===== src/rtl/rr_vc_arbiter_4x8_pkg.sv =====
// Shared definitions for the four-channel round-robin VC arbiter:
// FSM encoding, channel count and destination field width.
package rr_vc_arbiter_4x8_pkg;

    localparam int NUM_VC = 4;
    localparam int DEST_W = 2;

    typedef enum logic [1:0] {
        IDLE = 2'd0,
        POP  = 2'd1,
        LOAD = 2'd2,
        HOLD = 2'd3
    } state_e;

endpackage


===== src/rtl/rr_grant_4.sv =====
// Combinational round-robin priority encoder: picks the first requester
// searching upward from last+1, wrapping modulo 4.
module rr_grant_4
    import rr_vc_arbiter_4x8_pkg::*;
(
    input  logic [NUM_VC-1:0] req,
    input  logic [1:0]        last,
    output logic [1:0]        gnt_idx,
    output logic              any_req
);

    logic [1:0] idx;
    logic       found;

    always_comb begin
        gnt_idx = '0;
        any_req = |req;
        idx     = '0;
        found   = 1'b0;
        // Offset 4 wraps back onto last itself, so it is searched last.
        for (int i = 1; i <= NUM_VC; i++) begin
            idx = last + 2'(i);
            if (!found && req[idx]) begin
                gnt_idx = idx;
                found   = 1'b1;
            end
        end
    end

endmodule


===== src/rtl/rr_vc_arbiter_4x8.sv =====
// Pops one word at a time from four input FIFOs in round-robin order and
// routes it to the output FIFO named by its destination field.
module rr_vc_arbiter_4x8
    import rr_vc_arbiter_4x8_pkg::*;
#(
    parameter int DATA_SIZE = 8,
    parameter int DEST_LSB  = 0,
    parameter int CNT_SIZE  = 16
) (
    input  logic                          clk,
    input  logic                          reset,
    input  logic                          enable,
    input  logic [NUM_VC-1:0]             fifo_empty,
    input  logic [NUM_VC*DATA_SIZE-1:0]   fifo_data,
    input  logic [NUM_VC-1:0]             dest_pause,
    output logic [NUM_VC-1:0]             pop,
    output logic [NUM_VC-1:0]             push,
    output logic [DATA_SIZE-1:0]          data_out,
    output logic [1:0]                    grant,
    output logic                          busy,
    output logic                          arb_error,
    output logic [CNT_SIZE-1:0]           fwd_count,
    output logic [1:0]                    state_dbg
);

    // Handshake: pop[i] reads FIFO i and its data is sampled one cycle later;
    // push[d] writes data_out into output FIFO d only while dest_pause[d] is low.

    state_e                state_q, state_d;
    logic [1:0]            grant_q, grant_d;
    logic [1:0]            last_q, last_d;
    logic [DATA_SIZE-1:0]  hold_q, hold_d;
    logic [DATA_SIZE-1:0]  dout_q, dout_d;
    logic [CNT_SIZE-1:0]   cnt_q, cnt_d;

    logic [1:0]            rr_idx;
    logic                  rr_any;
    logic [DEST_W-1:0]     dest;
    logic [DATA_SIZE-1:0]  fifo_word;

    rr_grant_4 u_rr_grant (
        .req     (~fifo_empty),
        .last    (last_q),
        .gnt_idx (rr_idx),
        .any_req (rr_any)
    );

    assign dest = hold_q[DEST_LSB +: DEST_W];

    always_comb begin
        fifo_word = '0;
        for (int i = 0; i < NUM_VC; i++) begin
            if (grant_q == 2'(i)) begin
                fifo_word = fifo_data[i*DATA_SIZE +: DATA_SIZE];
            end
        end
    end

    always_comb begin
        state_d   = state_q;
        grant_d   = grant_q;
        last_d    = last_q;
        hold_d    = hold_q;
        dout_d    = dout_q;
        cnt_d     = cnt_q;
        pop       = '0;
        push      = '0;
        arb_error = 1'b0;
        case (state_q)
            IDLE: begin
                if (enable && rr_any) begin
                    grant_d = rr_idx;
                    state_d = POP;
                end
            end
            POP: begin
                // The flag may have dropped since arbitration; retry later
                // without advancing the round-robin pointer.
                if (!fifo_empty[grant_q]) begin
                    pop[grant_q] = 1'b1;
                    state_d      = LOAD;
                end else begin
                    arb_error = 1'b1;
                    state_d   = IDLE;
                end
            end
            LOAD: begin
                hold_d  = fifo_word;
                state_d = HOLD;
            end
            HOLD: begin
                if (!dest_pause[dest]) begin
                    push[dest] = 1'b1;
                    dout_d     = hold_q;
                    cnt_d      = cnt_q + CNT_SIZE'(1);
                    last_d     = grant_q;
                    state_d    = IDLE;
                end
            end
            default: state_d = IDLE;
        endcase
    end

    always_ff @(posedge clk) begin
        if (reset) begin
            state_q <= IDLE;
            grant_q <= '0;
            last_q  <= 2'd3;
            hold_q  <= '0;
            dout_q  <= '0;
            cnt_q   <= '0;
        end else begin
            state_q <= state_d;
            grant_q <= grant_d;
            last_q  <= last_d;
            hold_q  <= hold_d;
            dout_q  <= dout_d;
            cnt_q   <= cnt_d;
        end
    end

    // The word must be on the bus during its push cycle, and the register
    // keeps showing it afterwards until the next push.
    assign data_out  = (|push) ? hold_q : dout_q;
    assign grant     = grant_q;
    assign busy      = (state_q != IDLE);
    assign fwd_count = cnt_q;
    assign state_dbg = state_q;

endmodule


===== config.mk =====
export PLATFORM = sky130hd
export DESIGN_NAME = rr_vc_arbiter_4x8
export DESIGN_NICKNAME = d
export VERILOG_FILES = /design/src/rtl/rr_vc_arbiter_4x8_pkg.sv /design/src/rtl/rr_grant_4.sv /design/src/rtl/rr_vc_arbiter_4x8.sv
export SDC_FILE = /design/constraint.sdc
export NUM_CORES = 1
export LEC_CHECK = 0
export CORE_UTILIZATION = 43
export DETAILED_ROUTE_END_ITERATION = 7
export PLACE_DENSITY = 0.87
export SLEW_MARGIN = 40
export SYNTH_ARGS = -nofsm -noshare
export SYNTH_HDL_FRONTEND = slang
export SYNTH_SLANG_ARGS = --single-unit

===== constraint.sdc =====
create_clock -name clk -period 2.7 [get_ports clk]
set_input_delay 0.405 -clock clk [delete_from_list [all_inputs] [get_ports clk]]
set_output_delay 0.405 -clock clk [all_outputs]
set_load 0.02 [all_outputs]

# --- Word-level counts from Yosys, hierarchy flattened ---
# Cells that the tools add are included.
word_totals:
  reg_bits: 38
  latch_bits: 0
  ram_bits: 0
  mem_bits_ro: 0
  output_inout_bits: 38
  wordCells: 83
  n_memories: 0
classes:
  addsub: 4
  multipliers: 0
  div: 0
  n_lt_le_gt_ge: 8
  n_eq_ne: 8
  n_shift: 0
  n_mux: 38
  bitwise: 2
  n_reduce_logical: 17
op_table:
  columns: ["cell", "n"]
  rows:
  - ["two-way mux 8 bit", 5]
  - ["< comparator 2 x 3 -> 1 bit, second input constant", 6]
  - ["adder 16 x 1 -> 16 bit, second input constant", 1]
  - ["two-way mux 4 bit", 4]
  - ["two-way mux 2 bit", 7]
  - ["two-way mux 1 bit", 13]
  - ["binary-select mux 1 bit (select 2 bit)", 6]
  - ["equality test 2 bit, second input constant", 4]
  - ["one-hot mux 2 bit (4 select lines)", 1]
  - ["OR reduction 4 bit", 2]
  - ["logical AND 1 bit", 6]
  - ["AND reduction 2 bit", 3]
  - ["adder 2 bit, second input constant", 2]
  - ["demux 1 bit (select 2 bit)", 2]
  - ["equality test 2 x 1 -> 1 bit, second input constant", 2]
  - [">= comparator 2 x 1 -> 1 bit, second input constant", 2]
  - ["zero test 2 bit", 2]
  - ["!= test 2 bit, second input constant", 2]
  - ["inverter 4 bit", 1]
  - ["zero test 1 bit", 3]
  - ["adder 2 x 1 -> 2 bit, second input constant", 1]
  - ["nonzero test 2 bit", 1]
  - ["inverter 1 bit", 1]

# --- Depth between registers and ports, before layout ---
# Gate-level depths: netlist of the first run.
logic_depth:
  word_depth: 13
  ltp_mapped: 7
  depth_no_buf: 4

# --- By module ---
# Synthesis of the first run repeated with hierarchy kept, for this count alone.
unflattened:
  cells_unflattened: 237
  hier_area_um2: 2164.6
by_module_without_submodules:
  columns: ["mod", "n_inst", "cells_per_inst", "area_each_um2", "seq_area_each_um2"]
  rows:
  - ["rr_vc_arbiter_4x8", 1, 223, 2083.2, 760.7]
  - ["rr_grant_4", 1, 14, 81.3, 0.0]

# --- Worst setup path after synthesis of the first run ---
# Ideal clock, no wire load.
synth_timing:
  kind: "reg2out"
  startpoint: "register (tool-made name)"
  endpoint: "output port data_out[5]"
  arrival_ps: 1758
  required_ps: 2295
  slack_ps: 537
  stages_incl_launch_ff: 6
  path_cell_list: "dfxtp_1 clkbuf_1 nand3b_1 o22ai_2 buf_4 mux2_2"
synth_lines:
  columns: ["item", "line", "rtl"]
  rows:
  - ["end: declaration", "rr_vc_arbiter_4x8.sv:18", "output logic [DATA_SIZE-1:0] data_out,"]

# --- Final worst setup path of the first run ---
layout_timing:
  startpoint: "input port dest_pause[0]"
  endpoint: "output port data_out[6]"
layout_via:
  elab_chain_cells: 6
layout_lines:
  columns: ["item", "line", "rtl"]
  rows:
  - ["start: declaration", "rr_vc_arbiter_4x8.sv:15", "input logic [NUM_VC-1:0] dest_pause,"]
  - ["binary-select mux 1 bit (select 2 bit)", "rr_vc_arbiter_4x8.sv:92", "if (!dest_pause[dest]) begin"]
  - ["two-way mux 1 bit (implied by the code)", "rr_vc_arbiter_4x8.sv:92", null]
  - ["two-way mux 4 bit", "rr_vc_arbiter_4x8.sv:92", null]
  - ["two-way mux 4 bit", "rr_vc_arbiter_4x8.sv:69", "case (state_q)"]
  - ["OR reduction 4 bit", "rr_vc_arbiter_4x8.sv:124", "assign data_out = (|push) ? hold_q : dout_q;"]
  - ["two-way mux 8 bit", "rr_vc_arbiter_4x8.sv:124", null]
# Every way passes these cells. The select of a mux whose other input is x is not followed.

==> results of run 1 <==
-- state kept, by name, indices dropped and copies added (netlist names), named ones only --
| register | count |
|---|---|
| grant | 2 |
| fwd_count | 16 |
| last_q | 2 |
| dout_q | 8 |
| state_dbg | 1 |
| hold_q | 8 |
-- stage by stage --
stage	total power, mW	std cells	util	instance area (um2)
after floorplan	0.7012	225	-	2053
after global placement	0.8066	354	0.6586	2947
after detailed placement	0.8129	354	0.6586	2947
after CTS	1.403	362	0.6888	3082
after global routing	1.448	362	0.6888	3082
final	1.396	362	0.6888	3082
-- power by group --
group | internal [mW] | switching, mW | total [mW]
sequential | 0.571 | 0.00957 | 0.580
combinational | 0.133 | 0.0880 | 0.221
clock | 0.394 | 0.201 | 0.595
total | 1.10 | 0.298 | 1.40
-- final cells by class --
cell class                 instances  area (um2)
inverter                           6       22.52
fill                             349        1393
clock buffer                       6       82.58
timing repair buffer              96       912.1
clock inverter                     2       60.06
sequential                        38       762.0
tap                               52       65.06
multi-input combinational        162        1177
-- final timing paths --
check	from	cells past startpoint	slack, ns	end
worst max-delay path	dest_pause[0]	6	0.11	data_out[6]
worst min-delay path	hold_q[6]	2	0.45	hold_q[6]
worst max register to register	hold_q[1]	5	0.64	fwd_count[13]
worst min register to register	hold_q[6]	2	0.45	hold_q[6]
-- logic make-up (layout without fill, tap and decap cells) --
group,count (synthesis),count (layout),synth area share
muxes,23,23,0.1755
and+or+nand+nor,90,90,0.2407
DFF,38,38,0.3705
buffers and inverters,25,110,0.05606
xor gates and xnor gates,1,1,0.004266
adders and majority gates,1,1,0.006093
AOI/OAI and AO/OA,47,47,0.1469
-- per-layer routing --
metal / up-vias / track usage / routed length (um)
li1: 998 / - / -
met1: 964 / 0.2659 / 2202
met2: 85 / 0.3643 / 2540
met3: 11 / 0.05698 / 334
met4: 0 / 0.06667 / 89
met5: - / 0 / 0
-- cells in the final DEF, fill, tap and decap left out, types with 3 or more instances in the layout --
master	n
dlygate4sd2_1	7
or3_1	3
nand4_1	5
nor3_1	5
buf_4	16
dfxtp_1	37
nand2b_1	3
a21oi_1	22
nor2b_1	12
nor3b_1	3
inv_1	6
nand2_1	26
clkbuf_8	6
o31ai_1	8
nand3_1	4
or4_1	8
mux4_2	9
o21ai_0	5
mux2i_1	3
clkdlybuf4s50_1	73
mux2_2	10
nor2_1	9
-- worst max-delay path: cells and delay by family --
kind / cells / cell delay [ns]
AO/OA/AOI/OAI: 1 / 0.18
multiplexers: 2 / 0.65
buffers and inverters: 3 / 0.95
==> flow_metrics.env, run 1 <==
export IMPL_drtAntennaViolNets=0
export IMPL_dr_first_iter_drc_count=126
export IMPL_dp_slack_ns=-0.1087
export IMPL_cts_root_buf="clkbuf_8"
export IMPL_nets=353
export IMPL_grt_pass1_wl_mm=8.618
export IMPL_portBuffers=80
export IMPL_skew_ns=0.006411
export IMPL_numCtsBuffers=5
export IMPL_worstMarginPinSlew_ns=0.6609
export IMPL_core_area_um2=4474
export IMPL_cts_htree_levels=2
export IMPL_finalHoldViolCount=0
export IMPL_synthArstFlopShare=0
export IMPL_critPathSlowestCell="clkdlybuf4s50_1"
export IMPL_grt_usage=0.2143
export IMPL_synthCells=225
export IMPL_synth_most_common_cell="dfxtp_1"
export IMPL_worst_setup_path_type="primary input to output pin"
export IMPL_start_util=0.4589
export IMPL_synth_avg_cell_area_um2=9.125
export IMPL_worst_setup_path_end_kind="output pin"
export IMPL_max_stage_delay_ns=0.43
export IMPL_max_freq_mhz=385.6
export IMPL_synthTopCellsByCount="dfxtp_1, nand2_1, a21oi_1"
export IMPL_drive_above_1_share=0.1613
export IMPL_ctsHoldBuffers=0
export IMPL_synth_top_cell_area_share=0.3705
export IMPL_clock_sinks=38
export IMPL_synth_area_leaders="dfxtp_1, mux4_2, mux2_2"
export IMPL_clock_latency_ns=0.29
export IMPL_ys_flop_type="dfxtp_1"
export IMPL_via_count=2058
export IMPL_cts_tree="done"
export IMPL_drv_cap=0
export IMPL_rows=24
export IMPL_arrival_ns=2.19
export IMPL_syn_to_final_growth_pct=50.09
export IMPL_ys_seq_elements=38
export IMPL_fin_crit_sh=0.9605
export IMPL_num_io_pins=81
export IMPL_crit_required_ns=2.30
export IMPL_vias_per_cell=5.685
export IMPL_finalSetupViolations=0
export IMPL_rsz0062_at_grt="false"
export IMPL_wl_per_cell_um=14.27
export IMPL_grt_max_degree=25
export IMPL_ys_warn_count=0
export IMPL_hold_path_class="flip-flop to flip-flop"
export IMPL_start_kind="primary input"
export IMPL_die_w_um=71.10
export IMPL_whs_ns=0.4529
export IMPL_leakage_nw=1.111
export IMPL_syn_cell_area_um2=2053
export IMPL_routed_wl_mm=5.166
export IMPL_cts_resized=8
export IMPL_post_cts_buffers=0
export IMPL_peakVddDrop_uv=288.1
export IMPL_firstDrtPassIters=6
export IMPL_slew_headroom=0.5580
export IMPL_slew_violations=0
export IMPL_route_detailed_drc=3
export IMPL_setup_slack_ns=0.1066
export IMPL_path_cells="clkdlybuf4s50_1 > mux2_2 > o22ai_2 > buf_4 > mux2_2 > dlygate4sd2_1"
export IMPL_cts_buffer_depth=2
export IMPL_path_common_cell="mux2_2"
export IMPL_violations="DRC"
export IMPL_ys_types=45
export IMPL_synth_top_area_cell="dfxtp_1"
export IMPL_synth_enable_flop_cells=0
export IMPL_dieArea_um2=5055
export IMPL_grt_overflow_total=0
export IMPL_period_minus_slack_ns=2.593
export IMPL_hpwlAfterDp_mm=3.962
export IMPL_status="finished, violations left"
export IMPL_tns_ns=0
export IMPL_routabilityCongestion=0.8489
export IMPL_synth_seq_area_share=0.3705
export IMPL_antenna_cells=0
export IMPL_grt_pass1_vias=1924
export IMPL_antenna_found_initial=0
export IMPL_syn_nets=269
export IMPL_path_clk_slew_ns=0.07
export IMPL_path_max_fanout=8
export IMPL_power_density_nw_per_um2=453.0
export IMPL_die_y_um=71.10
(Power assumes the default switching activity.)
==> inputs of run 2 (changes only) <==
ABC_AREA = 1   (was not set)
CORE_UTILIZATION = 45   (was 43)
PLACE_DENSITY = 0.89   (was 0.87)
TNS_END_PERCENT = 20   (was not set)
==> run 2 against run 1 <==
  * Hold slack improved by 0.023 ns
  * Critical endpoint is now data_out[3]
  * Synthesized area rose by 7.7%
  * Non-clock buffer count fell by 6
  * Count of clock-buffer cells in the layout fell by 1
  * Flip-flop and latch count did not move
  * Design area rose by 6.9%
  * Register-to-register slack improved by 0.39 ns
  * Via count rose by 24%
  * The flow now finishes without violations
  * Synthesized cell count rose by 51%
  * Clock power barely moved
  * Sequential share of layout area fell by 1.5 points
==> flow_metrics.env, run 2 <==
export IMPL_switching_power_mw=0.3871
export IMPL_portBuffers=80
export IMPL_synth_seq_area_share=0.3439
export IMPL_max_freq_mhz=386.6
export IMPL_finalHoldViolCount=0
export IMPL_max_stage_delay_ns=0.53
export IMPL_core_area_um2=4723
export IMPL_drv_cap=0
export IMPL_largest_reg_flops=16
export IMPL_cts_buffer_depth=2
export IMPL_wl_per_cell_um=11.98
export IMPL_combPwrFrac=0.192
export IMPL_cts_htree_levels=2
export IMPL_finalSetupViolations=0
export IMPL_numCtsBuffers=5
export IMPL_path_common_cell="clkdlybuf4s50_1"
export IMPL_ys_types=35
export IMPL_synth_most_common_cell="nand2_1"
export IMPL_hold_path_class="flip-flop to flip-flop"
export IMPL_status="complete, no violations"
export IMPL_period_minus_slack_ns=2.587
export IMPL_path_clk_slew_ns=0.08
export IMPL_sw_frac_of_total=0.2615
export IMPL_fin_crit_sh=0.9580
export IMPL_arrival_ns=2.18
export IMPL_ys_warn_count=0
export IMPL_peakVddDrop_uv=272.2
export IMPL_final_cell_mix="nand2_1, clkdlybuf4s50_1, dfxtp_1"
export IMPL_routabilityCongestion=0.8940
export IMPL_via_count=2557
export IMPL_grt_usage=0.2415
export IMPL_dr_first_iter_drc_count=188
export IMPL_p_int_mw=1.093
export IMPL_path_buf_inv=4
export IMPL_synth_enable_flop_cells=0
export IMPL_cts_root_buf="clkbuf_8"
export IMPL_grt_overflow_total=0
export IMPL_setup_slack_ns=0.1134
export IMPL_final_common_cell="nand2_1"
export IMPL_tns_ns=0
export IMPL_stdcell_count=495
export IMPL_synth_avg_cell_area_um2=6.506
export IMPL_synthTopCellsByCount="nand2_1, dfxtp_1, inv_1"
export IMPL_num_io_pins=81
export IMPL_route_detailed_drc=0
export IMPL_firstDrtPassIters=4
export IMPL_syn_nets=384
export IMPL_synth_top_cell_area_share=0.3439
export IMPL_slew_violations=0
export IMPL_critPathTopFamily="buffers and inverters"
export IMPL_clock_latency_ns=0.30
export IMPL_grt_pass1_vias=2304
export IMPL_crit_path_start="dest_pause[2]"
export IMPL_synth_area_leaders="dfxtp_1, nand2_1, inv_1"
export IMPL_r2r_start="last_q[0]"
export IMPL_rsz0062_at_grt="false"
export IMPL_hpwlAfterDp_mm=4.542
export IMPL_ys_flop_type="dfxtp_1"
export IMPL_grt_pass1_wl_mm=9.887
export IMPL_worst_setup_path_end_kind="output pin"
export IMPL_pwr_share_clk=0.400
export IMPL_die_y_um=72.11
export IMPL_ys_seq_elements=38
export IMPL_dp_slack_ns=0.04699
export IMPL_placedCellCount=485
export IMPL_clock_sinks=38
export IMPL_drtAntennaViolNets=0
export IMPL_path_max_fanout=23
export IMPL_antenna_found_initial=0
export IMPL_cts_tree="done"
export IMPL_nets=471
export IMPL_skew_ns=0.005726
export IMPL_rows=25
export IMPL_min_from="dout_q[0]"
export IMPL_syn_cell_area_um2=2212
export IMPL_start_kind="primary input"
export IMPL_path_cells="clkdlybuf4s50_1 > a21oi_1 > nand2_1 > nand2_2 > nand3_1 > buf_12 > o21ai_1 > inv_1 > clkdlybuf4s50_1"
export IMPL_worst_setup_path_type="primary input to output pin"
export IMPL_crit_required_ns=2.30
export IMPL_syn_to_final_growth_pct=48.93
export IMPL_antenna_cells=0
export IMPL_synthCells=340
export IMPL_start_util=0.4683
export IMPL_synthArstFlopShare=0
export IMPL_seqPwrFrac=0.408
export IMPL_power_density_nw_per_um2=449.4
export IMPL_critPathSlowestCell="clkdlybuf4s50_1"
export IMPL_worstMarginPinSlew_ns=0.5135
export IMPL_dieArea_um2=5200
export IMPL_slew_headroom=0.6573
export IMPL_synth_top_area_cell="dfxtp_1"
export IMPL_grt_max_degree=24
export IMPL_vias_per_cell=5.166
export IMPL_drive_above_1_share=0.08411
export IMPL_die_w_um=72.11
export IMPL_routed_wl_mm=5.928
export IMPL_leakage_nw=1.548
[run 2: cell types whose count changed after synthesis, sizes merged, moves of 11 or more]
| cell | previous run | this run |
|---|---|---|
| clkbuf | 13 | 2 |
| inv | 6 | 37 |
| mux2 | 11 | 0 |
| nand2 | 26 | 103 |
| nand3 | 4 | 17 |
| nor2 | 9 | 31 |
| nor2b | 12 | 0 |
| o21ai | 5 | 24 |
[run 2: cells by family (layout without fill, tap and decap cells)]
| logic type | after synthesis | after routing | share of synthesized area |
|---|---|---|---|
| AOI/OAI and AO/OA | 69 | 69 | 0.1816 |
| xor gates and xnor gates | 8 | 8 | 0.03168 |
| adders and majority gates | 1 | 1 | 0.005655 |
| buffers and inverters | 49 | 137 | 0.09446 |
| DFF | 38 | 38 | 0.3439 |
| and+or+nand+nor | 175 | 175 | 0.3428 |
[run 2: area by class of cell]
class                           count  area, um2
Clock buffer                        5      68.82
Fill cell                         400       1429
Multi-Input combinational cell    253       1250
Inverter                           39      146.4
Sequential cell                    38      765.7
Clock inverter                      3      68.82
Tap cell                           67      83.83
Timing Repair Buffer               90      910.9
[run 2: power by group through the flow]
stage / clock network (mW) / logic [mW] / registers [mW]
6_report: 0.592 / 0.284 / 0.605
3_5_place_dp: 0 / 0.278 / 0.616
2_1_floorplan: 0 / 0.146 / 0.613
5_1_grt: 0.614 / 0.314 / 0.609
4_1_cts: 0.596 / 0.279 / 0.604
3_3_place_gp: 0 / 0.272 / 0.615
[run 2: worst register-to-register path, cell delays in order, from the launching register on]
cell     delay (ns)
dfxtp_1        0.56
inv_2          0.15
nand2_1        0.10
nand2_1        0.09
nand2_1        0.09
nand2_1        0.08
nor2_1         0.12
nand2_1        0.10
o21ai_0        0.18
nor2_1         0.07
nor2_1         0.07
[run 2: stage by stage]
stage          area, um2    util  power, mW  hold slack, ns
2_1_floorplan       2212       -     0.7590          0.4513
5_1_grt             3294  0.6975      1.536          0.5120
3_5_place_dp        3107  0.6577     0.8934          0.4664
3_3_place_gp        3107  0.6577     0.8872          0.4599
4_1_cts             3247  0.6874      1.479          0.4775
6_report            3294  0.6975      1.480          0.4760
[run 2: what timing repair did]
| item | in CTS | in global routing |
|---|---|---|
| hold endpoints to repair | 0 | 0 |
| setup buffers | 0 | 2 |
| resized for setup | 2 | 12 |
| hold buffers | 0 | 0 |
| endpoints found under the setup margin | 13 | 15 |
| pin swaps | 0 | 1 |
[run 2: final timing paths]
kind         slack, ns          end  cells past startpoint
min reg2reg       0.48    dout_q[0]                      2
max reg2reg       1.03     grant[1]                     10
min               0.48    dout_q[0]                      2
max               0.11  data_out[3]                      9
[run 2: layer usage]
layer,GRT usage,wire [um],vias up
met5,0,0,-
met4,0.1024,125,0
met3,0.07222,529,15
met2,0.4216,2871,125
met1,0.2730,2402,1126
li1,-,-,1291
